<file path="src/rtl/shreg_pkg.sv">
// rtl/shreg_pkg.sv - shared types and helpers for the universal shift register
//
// Purpose: operating-mode encoding and counter sizing used by
//          shift_reg_universal and shreg_frame_counter.
// Ports:   none (package).

package shreg_pkg;

  typedef enum logic [1:0] {
    MODE_HOLD = 2'b00,
    MODE_SHR  = 2'b01,
    MODE_SHL  = 2'b10,
    MODE_LOAD = 2'b11
  } shreg_mode_t;

  // Bit width of the per-frame shift counter (counts 0..width-1).
  function automatic int cnt_width(input int width);
    return $clog2(width);
  endfunction

endpackage

</file>
<file path="src/rtl/shreg_frame_counter.sv">
// rtl/shreg_frame_counter.sv - counts shifts within a WIDTH-bit serial frame
//
// Purpose: tracks how many shifts have accumulated in the current frame and
//          flags the shift that completes it.
// Ports:
//   clk     in   rising-edge clock
//   rst_n   in   asynchronous active-low reset
//   clr     in   synchronous restart of the frame (highest priority)
//   load    in   parallel load: restarts the frame
//   shift   in   one shift (either direction) happens on this edge
//   bit_cnt out  shifts accumulated in the current frame
//   wrap    out  combinational: this edge's shift completes the frame

module shreg_frame_counter
  import shreg_pkg::*;
#(
  parameter int WIDTH = 8
) (
  input  logic                         clk,
  input  logic                         rst_n,
  input  logic                         clr,
  input  logic                         load,
  input  logic                         shift,
  output logic [cnt_width(WIDTH)-1:0]  bit_cnt,
  output logic                         wrap
);

  localparam int            CW   = cnt_width(WIDTH);
  localparam logic [CW-1:0] LAST = CW'(WIDTH - 1);

  // Wrap is decoded explicitly so non-power-of-two widths restart at WIDTH.
  assign wrap = shift && (bit_cnt == LAST);

  always_ff @(posedge clk or negedge rst_n) begin
    if (!rst_n) begin
      bit_cnt <= '0;
    end else if (clr || load) begin
      bit_cnt <= '0;
    end else if (shift) begin
      bit_cnt <= wrap ? '0 : bit_cnt + CW'(1);
    end
  end

endmodule

</file>
<file path="src/rtl/shift_reg_universal.sv">
// rtl/shift_reg_universal.sv - parametrised universal shift register with framing
//
// Purpose: hold / shift-right / shift-left / parallel-load register that also
//          counts serial shifts and snapshots each completed WIDTH-bit word.
// Ports:
//   clk          in   rising-edge clock
//   rst_n        in   asynchronous active-low reset
//   en           in   operation enable; low forces hold
//   clr          in   synchronous clear, highest synchronous priority
//   mode         in   00 hold, 01 shift right, 10 shift left, 11 load
//   ser_in_msb   in   bit entering q[WIDTH-1] on shift right
//   ser_in_lsb   in   bit entering q[0] on shift left
//   pin          in   parallel load data
//   pout         out  live register contents
//   ser_out_msb  out  q[WIDTH-1]
//   ser_out_lsb  out  q[0]
//   bit_cnt      out  shifts accumulated in the current frame
//   word_valid   out  one-cycle pulse after a frame completes
//   frame_word   out  q snapshot taken at frame completion

module shift_reg_universal
  import shreg_pkg::*;
#(
  parameter int               WIDTH     = 8,
  parameter logic [WIDTH-1:0] RESET_VAL = '0
) (
  input  logic                         clk,
  input  logic                         rst_n,
  input  logic                         en,
  input  logic                         clr,
  input  logic [1:0]                   mode,
  input  logic                         ser_in_msb,
  input  logic                         ser_in_lsb,
  input  logic [WIDTH-1:0]             pin,
  output logic [WIDTH-1:0]             pout,
  output logic                         ser_out_msb,
  output logic                         ser_out_lsb,
  output logic [cnt_width(WIDTH)-1:0]  bit_cnt,
  output logic                         word_valid,
  output logic [WIDTH-1:0]             frame_word
);

  shreg_mode_t      mode_e;
  logic [WIDTH-1:0] q;
  logic [WIDTH-1:0] q_next;
  logic             do_shift;
  logic             do_load;
  logic             wrap;

  assign mode_e   = shreg_mode_t'(mode);
  assign do_shift = !clr && en && ((mode_e == MODE_SHR) || (mode_e == MODE_SHL));
  assign do_load  = !clr && en && (mode_e == MODE_LOAD);

  always_comb begin
    q_next = q;
    if (clr) begin
      q_next = RESET_VAL;
    end else if (en) begin
      unique case (mode_e)
        MODE_SHR:  q_next = {ser_in_msb, q[WIDTH-1:1]};
        MODE_SHL:  q_next = {q[WIDTH-2:0], ser_in_lsb};
        MODE_LOAD: q_next = pin;
        default:   q_next = q;
      endcase
    end
  end

  always_ff @(posedge clk or negedge rst_n) begin
    if (!rst_n) begin
      q <= RESET_VAL;
    end else begin
      q <= q_next;
    end
  end

  shreg_frame_counter #(
    .WIDTH (WIDTH)
  ) u_frame_counter (
    .clk     (clk),
    .rst_n   (rst_n),
    .clr     (clr),
    .load    (do_load),
    .shift   (do_shift),
    .bit_cnt (bit_cnt),
    .wrap    (wrap)
  );

  // The snapshot takes the post-shift value so frame_word equals pout
  // during the word_valid cycle; clr leaves the last snapshot in place.
  always_ff @(posedge clk or negedge rst_n) begin
    if (!rst_n) begin
      word_valid <= 1'b0;
      frame_word <= '0;
    end else begin
      word_valid <= wrap;
      if (wrap) begin
        frame_word <= q_next;
      end
    end
  end

  assign pout        = q;
  assign ser_out_msb = q[WIDTH-1];
  assign ser_out_lsb = q[0];

endmodule

</file>
<file path="config.mk">
export PLATFORM = sky130hd
export DESIGN_NAME = shift_reg_universal
export DESIGN_NICKNAME = d
export VERILOG_FILES = /design/src/rtl/shreg_pkg.sv /design/src/rtl/shreg_frame_counter.sv /design/src/rtl/shift_reg_universal.sv
export SDC_FILE = /design/constraint.sdc
export NUM_CORES = 1
export LEC_CHECK = 0
export CAP_MARGIN = 40
export CORE_MARGIN = 5
export CORE_UTILIZATION = 45
export DETAILED_ROUTE_END_ITERATION = 8
export PLACE_DENSITY = 0.78
export SLEW_MARGIN = 40
export SYNTH_ARGS = -nofsm -noshare
export SYNTH_HDL_FRONTEND = slang
export SYNTH_HIERARCHICAL = 1
export SYNTH_SLANG_ARGS = --single-unit
</file>
<file path="constraint.sdc">
create_clock -name clk -period 1.9 [get_ports clk]
set_clock_uncertainty 0.1 [all_clocks]
set_input_delay 0.57 -clock clk [delete_from_list [all_inputs] [get_ports clk]]
set_output_delay 0.57 -clock clk [all_outputs]
set_load 0.1 [all_outputs]
</file>
[Word level (Yosys, flattened, before mapping)]
Cells that the tools add are included.
Cells by class
  add/subtract/negate cells: 1
  eq/ne operators: 4
  mux-type cells: 6
  reductions and logical operators: 8
Operators by type and width (count)
  case mux 8 bit (3 select lines): 1
  2-to-1 mux 8 bit: 2
  2-to-1 mux 3 bit: 3
  equality test 2 bit (second input constant): 2
  logical AND 1 bit: 4
  adder 3 x 1 -> 3 bit (second input constant): 1
  equality test 3 bit (second input constant): 1
  equality test 2 x 1 -> 1 bit (second input constant): 1
  logical OR 1 bit: 2
  nonzero test 2 bit: 1
  zero test 1 bit: 1
Word-level totals
  flip-flop bits (word level): 20
  input port bits: 16
  word-level logic and storage cells: 23

[Longest topological paths before layout]
Gate-level depths: netlist of the first run.
  depth in word-level cells: 7
  mapped depth: 8

[Hierarchy]
The synthesis of the first run kept the hierarchy.
By module, submodules not included
  shift_reg_universal: times used 1, cells each 84, area an instance 963.4 um^2
  shreg_frame_counter: times used 1, cells each 14, area an instance 170.2 um^2

[Least setup slack after synthesis of the first run]
Ideal clock, no wire load.
  path kind: reg-to-reg
  start point: register u_frame_counter.bit_cnt[0]
  end point: register frame_word[7]
  library setup time: 0.096 ns
  arrival time: 2.096 ns
  required time: 1.704 ns
  slack: -0.391 ns
  cell stages (with the launch flop): 8
  path buffers: 2
  path through: dfrtp_1 -> ha_1 -> ha_1 -> and2_1 -> buf_4 -> nand2b_1 -> clkbuf_2 -> o32ai_2
Between the ends
  word-level cells in the longest chain between the ends: 2
RTL lines
  start: declaration: RTL line shreg_frame_counter.sv:24  | output logic [cnt_width(WIDTH)-1:0] bit_cnt,
  start signal: assignment: RTL line shreg_frame_counter.sv:40  | bit_cnt <= wrap ? '0 : bit_cnt + CW'(1);
  equality test 3 bit: RTL line shreg_frame_counter.sv:32  | assign wrap = shift && (bit_cnt == LAST);
  logical AND 1 bit: RTL line shreg_frame_counter.sv:32
  via wrap: RTL line shift_reg_universal.sv:48  | logic wrap;
  end signal: assignment: RTL line shift_reg_universal.sv:97  | frame_word <= q_next;
  end: declaration: RTL line shift_reg_universal.sv:40  | output logic [WIDTH-1:0] frame_word
The timed path passes the listed nets, and every way through them passes these cells.
A chain may end at the register's enable or synchronous reset.

[Worst setup path after layout of the first run]
  start point: input mode[0]
  end point: register frame_word[6]
Between the ends
  word-level cells in the longest chain between the ends: 4
  elaborated cells on any way between the ends: 9
  classes of those cells: eq/ne: 3; mux: 3; reduce/logical: 3
RTL lines
  start: declaration: RTL line shift_reg_universal.sv:31  | input logic [1:0] mode,
  equality test 2 bit (tied with other cells): RTL line shift_reg_universal.sv:59  | unique case (mode_e)
  case mux 8 bit (3 select lines) or logical OR 1 bit (tied branches): RTL line shift_reg_universal.sv:59, shift_reg_universal.sv:51
  2-to-1 mux 8 bit or logical AND 1 bit (tied branches): RTL line shift_reg_universal.sv:58, shift_reg_universal.sv:51
  2-to-1 mux 8 bit or logical AND 1 bit (tied branches): RTL line shift_reg_universal.sv:56, shreg_frame_counter.sv:32
Parallel ways exist; a longest one is shown, timed or not.

==> results of run 1 <==
## Yosys cell counts (2+ instances only)
cell type and number:
buf_4 3, nand2b_1 3, and2_1 7, a222oi_1 8
ha_1 6, nor2_1 8, inv_1 10, dfrtp_1 20
buf_6 4, and2_4 2, o32ai_2 8, nor3_1 9
## worst register-to-register path, delay by kind of cell, from the launching register on
kind	cells	cell delay, ns
AND/OR/NAND/NOR	1	0.40
flip-flops	1	0.47
adder cells (fa/ha/maj)	2	0.43
AO/OA/AOI/OAI	1	0.18
## power by group
part	internal, W	total, W	switching [W]
sequential	0.000440	0.000465	0.0000254
combinational	0.000138	0.000341	0.000203
clock	0.000117	0.000250	0.000133
## sequential cells by signal, indices dropped and copies added (netlist names)
signal and flops:
u_frame_counter/bit_cnt 3, frame_word 8, word_valid 1, pout 8
## timing repair
item | 4_1_cts | 5_1_grt
resized for setup | 10 | 0
endpoints found under the setup margin | 19 | 0
hold endpoints to repair | 0 | 0
setup buffers | 0 | 0
## layout by cell type (no fill, tap or decap)
master           netlist  final
a211oi_2               1      2
a222oi_1               8      8
and2_1                 7      6
and2_4                 2      3
and3b_2                1      2
buf_12                 0     23
buf_4                  3      6
buf_6                  4      2
clkbuf_4               0      3
clkbuf_8               0      1
clkdlybuf4s50_1        0     13
dfrtp_1               20     15
dfrtp_2                0      5
dlygate4sd2_1          0      2
ha_1                   6      3
ha_2                   0      3
inv_1                 10      9
inv_2                  0      1
mux2i_1                1      1
nand2b_1               3      2
nand2b_4               0      1
nand3b_1               1      1
nor2_1                 8      8
nor2b_4                1      1
nor3_1                 9      9
o32ai_2                8      8
or3b_1                 1      1
## final cells by class
type / instances / area, µm²
repair buffers: 46 / 676
fillers: 161 / 596
multi-input cells: 59 / 543
flip-flops and latches: 20 / 507
inverters: 10 / 37.5
well taps: 30 / 37.5
clock buffers: 4 / 36.3
## metal layers
layer,routed length [µm],global-route usage
met5,0,0
met3,232,0.0259
met1,1200,0.226
met4,0,0.0380
met2,1460,0.293
## metrics by stage
stage          setup WS, ns   util
6_report             0.0931  0.755
5_1_grt              0.0369  0.755
4_1_cts              0.0987  0.755
3_5_place_dp         -0.475  0.730
3_3_place_gp         -0.414  0.730
2_1_floorplan       -0.0428      -
## final timing paths
kind	from	to	slack (ns)	cells after the start
setup / recovery	mode[0]	frame_word[6]	0.09	6
hold / removal	frame_word[0]	frame_word[0]	0.50	2
setup reg to reg	u_frame_counter/bit_cnt[0]	u_frame_counter/bit_cnt[0]	0.25	4
hold reg to reg	frame_word[0]	frame_word[0]	0.50	2
max in group asynchronous	rst_n	u_frame_counter/bit_cnt[0]	0.97	2
min in group asynchronous	rst_n	frame_word[7]	0.51	2
## logic make-up (layout without fill, tap and decap cells)
family          count (synthesis)  count (layout)  synth area share
compound gates                 18              18             0.203
fa+ha+maj                       6               6            0.0662
flops                          20              20             0.442
mux                             1               1           0.00883
buf+inv                        19              60             0.100
simple gates                   34              34             0.180
==> metrics, run 1 <==
outcome finished clean; yosys synthesis warning count 6; RSZ-0062 raised after global routing no; synth unique cells 22; CTS H-Tree Depth 1; I/O pin cnt 38; VDD IR max between 0.4 and 0.5 mV; Final Max Slew Viols 0; first-pass GRT wire length 4.65 mm; Fin. Hold Viols 0; root buffer cell clkbuf_4; vias in the first global route between 900 and 1k; Die W about 60 µm; number of max-cap violations 0; starting density of the core 0.466; die area approximately 3600 µm²; cell count after synthesis just under 100; Overflow after GRT 0; number of synthesized flops with an enable pin 0; NumNets Final around 160; Yosys top cell area share 0.442; ANT cells 0; area leader, netlist dfrtp_1; Post-Syn Area roughly 1100 µm²; Core Footprint ~2400 µm²; minimum clock period between 1.5 and 2 ns; router iterations before antenna repair 5; Top delay family on crit path compound AO/OA/AOI/OAI gates; kind of critical path primary input to register; Worst Path Max Fanout 9; setup_tns 0 ns; CTS sink cnt 20; row count 18; RD Place Congestion just under 0.8; crit path DAT about 1.9 ns; endpoints failing setup 0; initial antenna violation count 0; largest net degree at the start of global routing 21; Final period util 0.951; Main synth FF type dfrtp_1; via count about 940; clk buf depth 2; crit path launch type primary input; top post-synthesis cells by area dfrtp_1, o32ai_2, a222oi_1; Hold Path Class register to register; leakage 0.827 nW; Crit path buffers/inverters 2; # port buffers 37; sequential share of the synthesized area 0.442; Total Power ~0.0011 W; Avg Cell Area, Syn ~12 µm²; detailed router's first-iteration violation count 75; Area Growth Syn to Fin 62.0%; Post-synth ARST share 1.00; final wirelength 2.90 mm; Wirelength per Cell roughly 17 µm; Reg clk slew, reported paths roughly 0.12 ns; pwr dens roughly 570 nW/µm²; Final Cell Area between 1500 and 2000 µm²; crit path capture type register; post-synthesis net count 120; CTS tree built; worst path cell trace dlygate4sd2_1, buf_4, ha_2, a222oi_1, and2_4, o32ai_2; DP HPWL 2.19 mm; share of layout cells above drive strength 1 0.439; number of synthesized register bits 20; Fmax 0.553 GHz; clk_lat worst skew around 0.3 ns; GRT Total Usage 0.171; total CTS buffers 3; Post-route DRC 0; Die H between 60 and 70 µm; CP max-delay cell a222oi_1; Non-Filler Instances roughly 170; Routed Antenna Nets 0; vias per std cell approximately 5.6; CP max stage delay between 0.3 and 0.4 ns; Slew HR 0.791; CP required 1.99 ns; WHS 0.497 ns; CTS Hold Bufs 0; instance area at placement roughly 1800 µm²; Tightest Pin Transition between 0.3 and 0.4 ns; Placed Instances between 150 and 200
Note: power is estimated with default switching activity, not from simulation.
==> inputs of run 2 (changes only) <==
--- a/constraint.sdc
+++ b/constraint.sdc
@@ -3,3 +3,3 @@
 set_input_delay 0.57 -clock clk [delete_from_list [all_inputs] [get_ports clk]]
 set_output_delay 0.57 -clock clk [all_outputs]
-set_load 0.1 [all_outputs]
+set_load 0.05 [all_outputs]
==> run 2 against run 1 <==
Clock power about the same. Via count up 2.5%. Power decreased by 4.7%. Largest cell class unchanged. Sequential cell count did not move.
==> metrics, run 2 (synthesis gave the netlist of run 1 again) <==
RSZ-0062 raised after global routing no (unchanged); GRT Total Usage 0.186 (was 0.171); root buffer cell clkbuf_4 (unchanged); clk buf depth 2 (unchanged); Die H 60.2 µm (unchanged); Worst Path Max Fanout 5 (was 9); router iterations before antenna repair 4 (was 5); Slew HR 0.792 (was 0.791); ANT cells 0 (unchanged); Post-route DRC 0 (unchanged); Hold Path Class primary input to async pin (was register to register); detailed router's first-iteration violation count 49 (was 75); Reg clk slew, reported paths 0.11 ns (was 0.12 ns); commonest non-fill, non-tap cells in the layout buf_12, dfrtp_1, clkdlybuf4s50_1 (unchanged); reg2reg start u_frame_counter/bit_cnt[0] (unchanged); CTS H-Tree Depth 1 (unchanged); WHS 0.488 ns (was 0.497 ns); VDD IR max 0.482 mV (was 0.433 mV); instance area at placement 1800 µm² (was 1780 µm²); FF-to-FF setup slack 0.19 ns (was 0.25 ns); multi-input logic area 567 µm² (was 543 µm²); CTS sink cnt 20 (unchanged); row count 18 (unchanged); crit path capture type register (unchanged); clk_lat worst skew 0.30 ns (about the same); CP required 2.02 ns (was 1.99 ns); share of layout cells above drive strength 1 0.430 (was 0.439); Tightest Pin Transition 0.312 ns (was 0.314 ns); endpoints failing setup 0 (unchanged); Final WS setup 0.0228 ns (was 0.0931 ns); total CTS buffers 3 (unchanged); largest net degree at the start of global routing 21 (unchanged); NumNets Final 165 (was 162); Fmax 0.533 GHz (was 0.553 GHz); initial antenna violation count 0 (unchanged); Fin. Hold Viols 0 (unchanged); Placed Instances 165 (unchanged); Final Cell Area 1900 µm² (was 1840 µm²); most common cell after layout, fill and taps aside buf_12 (unchanged); Worst R2R End u_frame_counter/bit_cnt[0] (unchanged); starting density of the core 0.466 (unchanged); crit path launch type primary input (unchanged); # port buffers 37 (unchanged); Area Growth Syn to Fin 67.2% (was 62.0%); RD Place Congestion 0.774 (was 0.783); CTS tree built (unchanged); path depth of the worst reg2reg path 4 (unchanged); Fillers 150 (was 161); pwr dens 531 nW/µm² (was 575 nW/µm²); I/O pin cnt 38 (unchanged); first-pass GRT wire length 4.99 mm (was 4.65 mm); Non-Filler Instances 172 (was 169); DP HPWL 2.29 mm (was 2.19 mm); Final period util 0.988 (was 0.951); Routed Antenna Nets 0 (unchanged); setup_tns 0 ns (unchanged); number of max-cap violations 0 (unchanged); crit path DAT 1.99 ns (was 1.90 ns); Die W 60.2 µm (unchanged); minimum clock period 1.88 ns (was 1.81 ns); Overflow after GRT 0 (unchanged); vias per std cell 5.62 (was 5.58); outcome finished clean (unchanged); pre-CTS setup slack -0.592 ns (was -0.475 ns); FF/Latch Area 500 µm² (was 507 µm²); leakage 0.857 nW (was 0.827 nW); Final Max Slew Viols 0 (unchanged); via count 967 (was 943); Core Footprint 2430 µm² (unchanged); vias in the first global route 1018 (was 982); final wirelength 2.99 mm (was 2.90 mm); Wirelength per Cell 17.4 µm (was 17.1 µm); kind of critical path primary input to register (unchanged); die area 3620 µm² (unchanged)
==> run 2: cell count changes in the layout (fill, tap and decap cells not counted), sizes merged <==
cell,before,now
clkdlybuf4s15,0,1
dlygate4sd2,2,1
buf,31,34
==> run 2: cell type report <==
class,instances,share of cell area
multi-input combinational,59,0.299
tap,30,0.0198
sequential,20,0.264
timing repair buffer,49,0.369
clock buffer,4,0.0191
inverter,10,0.0290
==> run 2: how the worst max path moves through the flow <==
stage / startpoint / to / cells after the start
finish: mode[1] / frame_word[3] / 9
floorplan: mode[1] / frame_word[0] / 8
global placement: mode[1] / frame_word[3] / 9
detailed placement: mode[1] / frame_word[3] / 9
global route: mode[1] / frame_word[7] / 7
CTS: mode[0] / u_frame_counter/bit_cnt[0] / 8
==> run 2: critical path, stage by stage <==
cell and delay, ns:
dlygate4sd2_1 0.21, buf_6 0.13, inv_12 0.03, ha_4 0.25, and3b_2 0.20, and2_4 0.16, nand2b_4 0.05, buf_6 0.13
o32ai_4 0.26
==> run 2: through the flow <==
step,power [W],utilization
global route,0.00105,0.779
floorplan,0.000609,-
finish,0.00101,0.779
CTS,0.00101,0.777
global placement,0.000746,0.740
detailed placement,0.000753,0.740
==> run 2: where the power goes <==
| part | switching, W | internal (W) | leakage, nW | total (W) |
|---|---|---|---|---|
| Combinational | 0.000146 | 0.000146 | 0.605 | 0.000292 |
| Sequential | 0.0000253 | 0.000439 | 0.232 | 0.000464 |
| Clock | 0.000133 | 0.000117 | 0.0210 | 0.000250 |
| Total | 0.000304 | 0.000701 | 0.857 | 0.00101 |
==> run 2: routing by layer <==
layer,vias up,track usage,wire (µm)
li1,449,-,-
met1,480,0.224,1180
met2,32,0.324,1620
met3,6,0.0454,151
met4,0,0.0538,41
met5,-,0,0
==> run 2: what timing repair did <==
item                                    4_1_cts  5_1_grt
gates resized for setup                       9        2
pin swaps                                     3        1
endpoints found under the setup margin       19        3
hold buffers                                  0        0
buffers inserted                              3        0
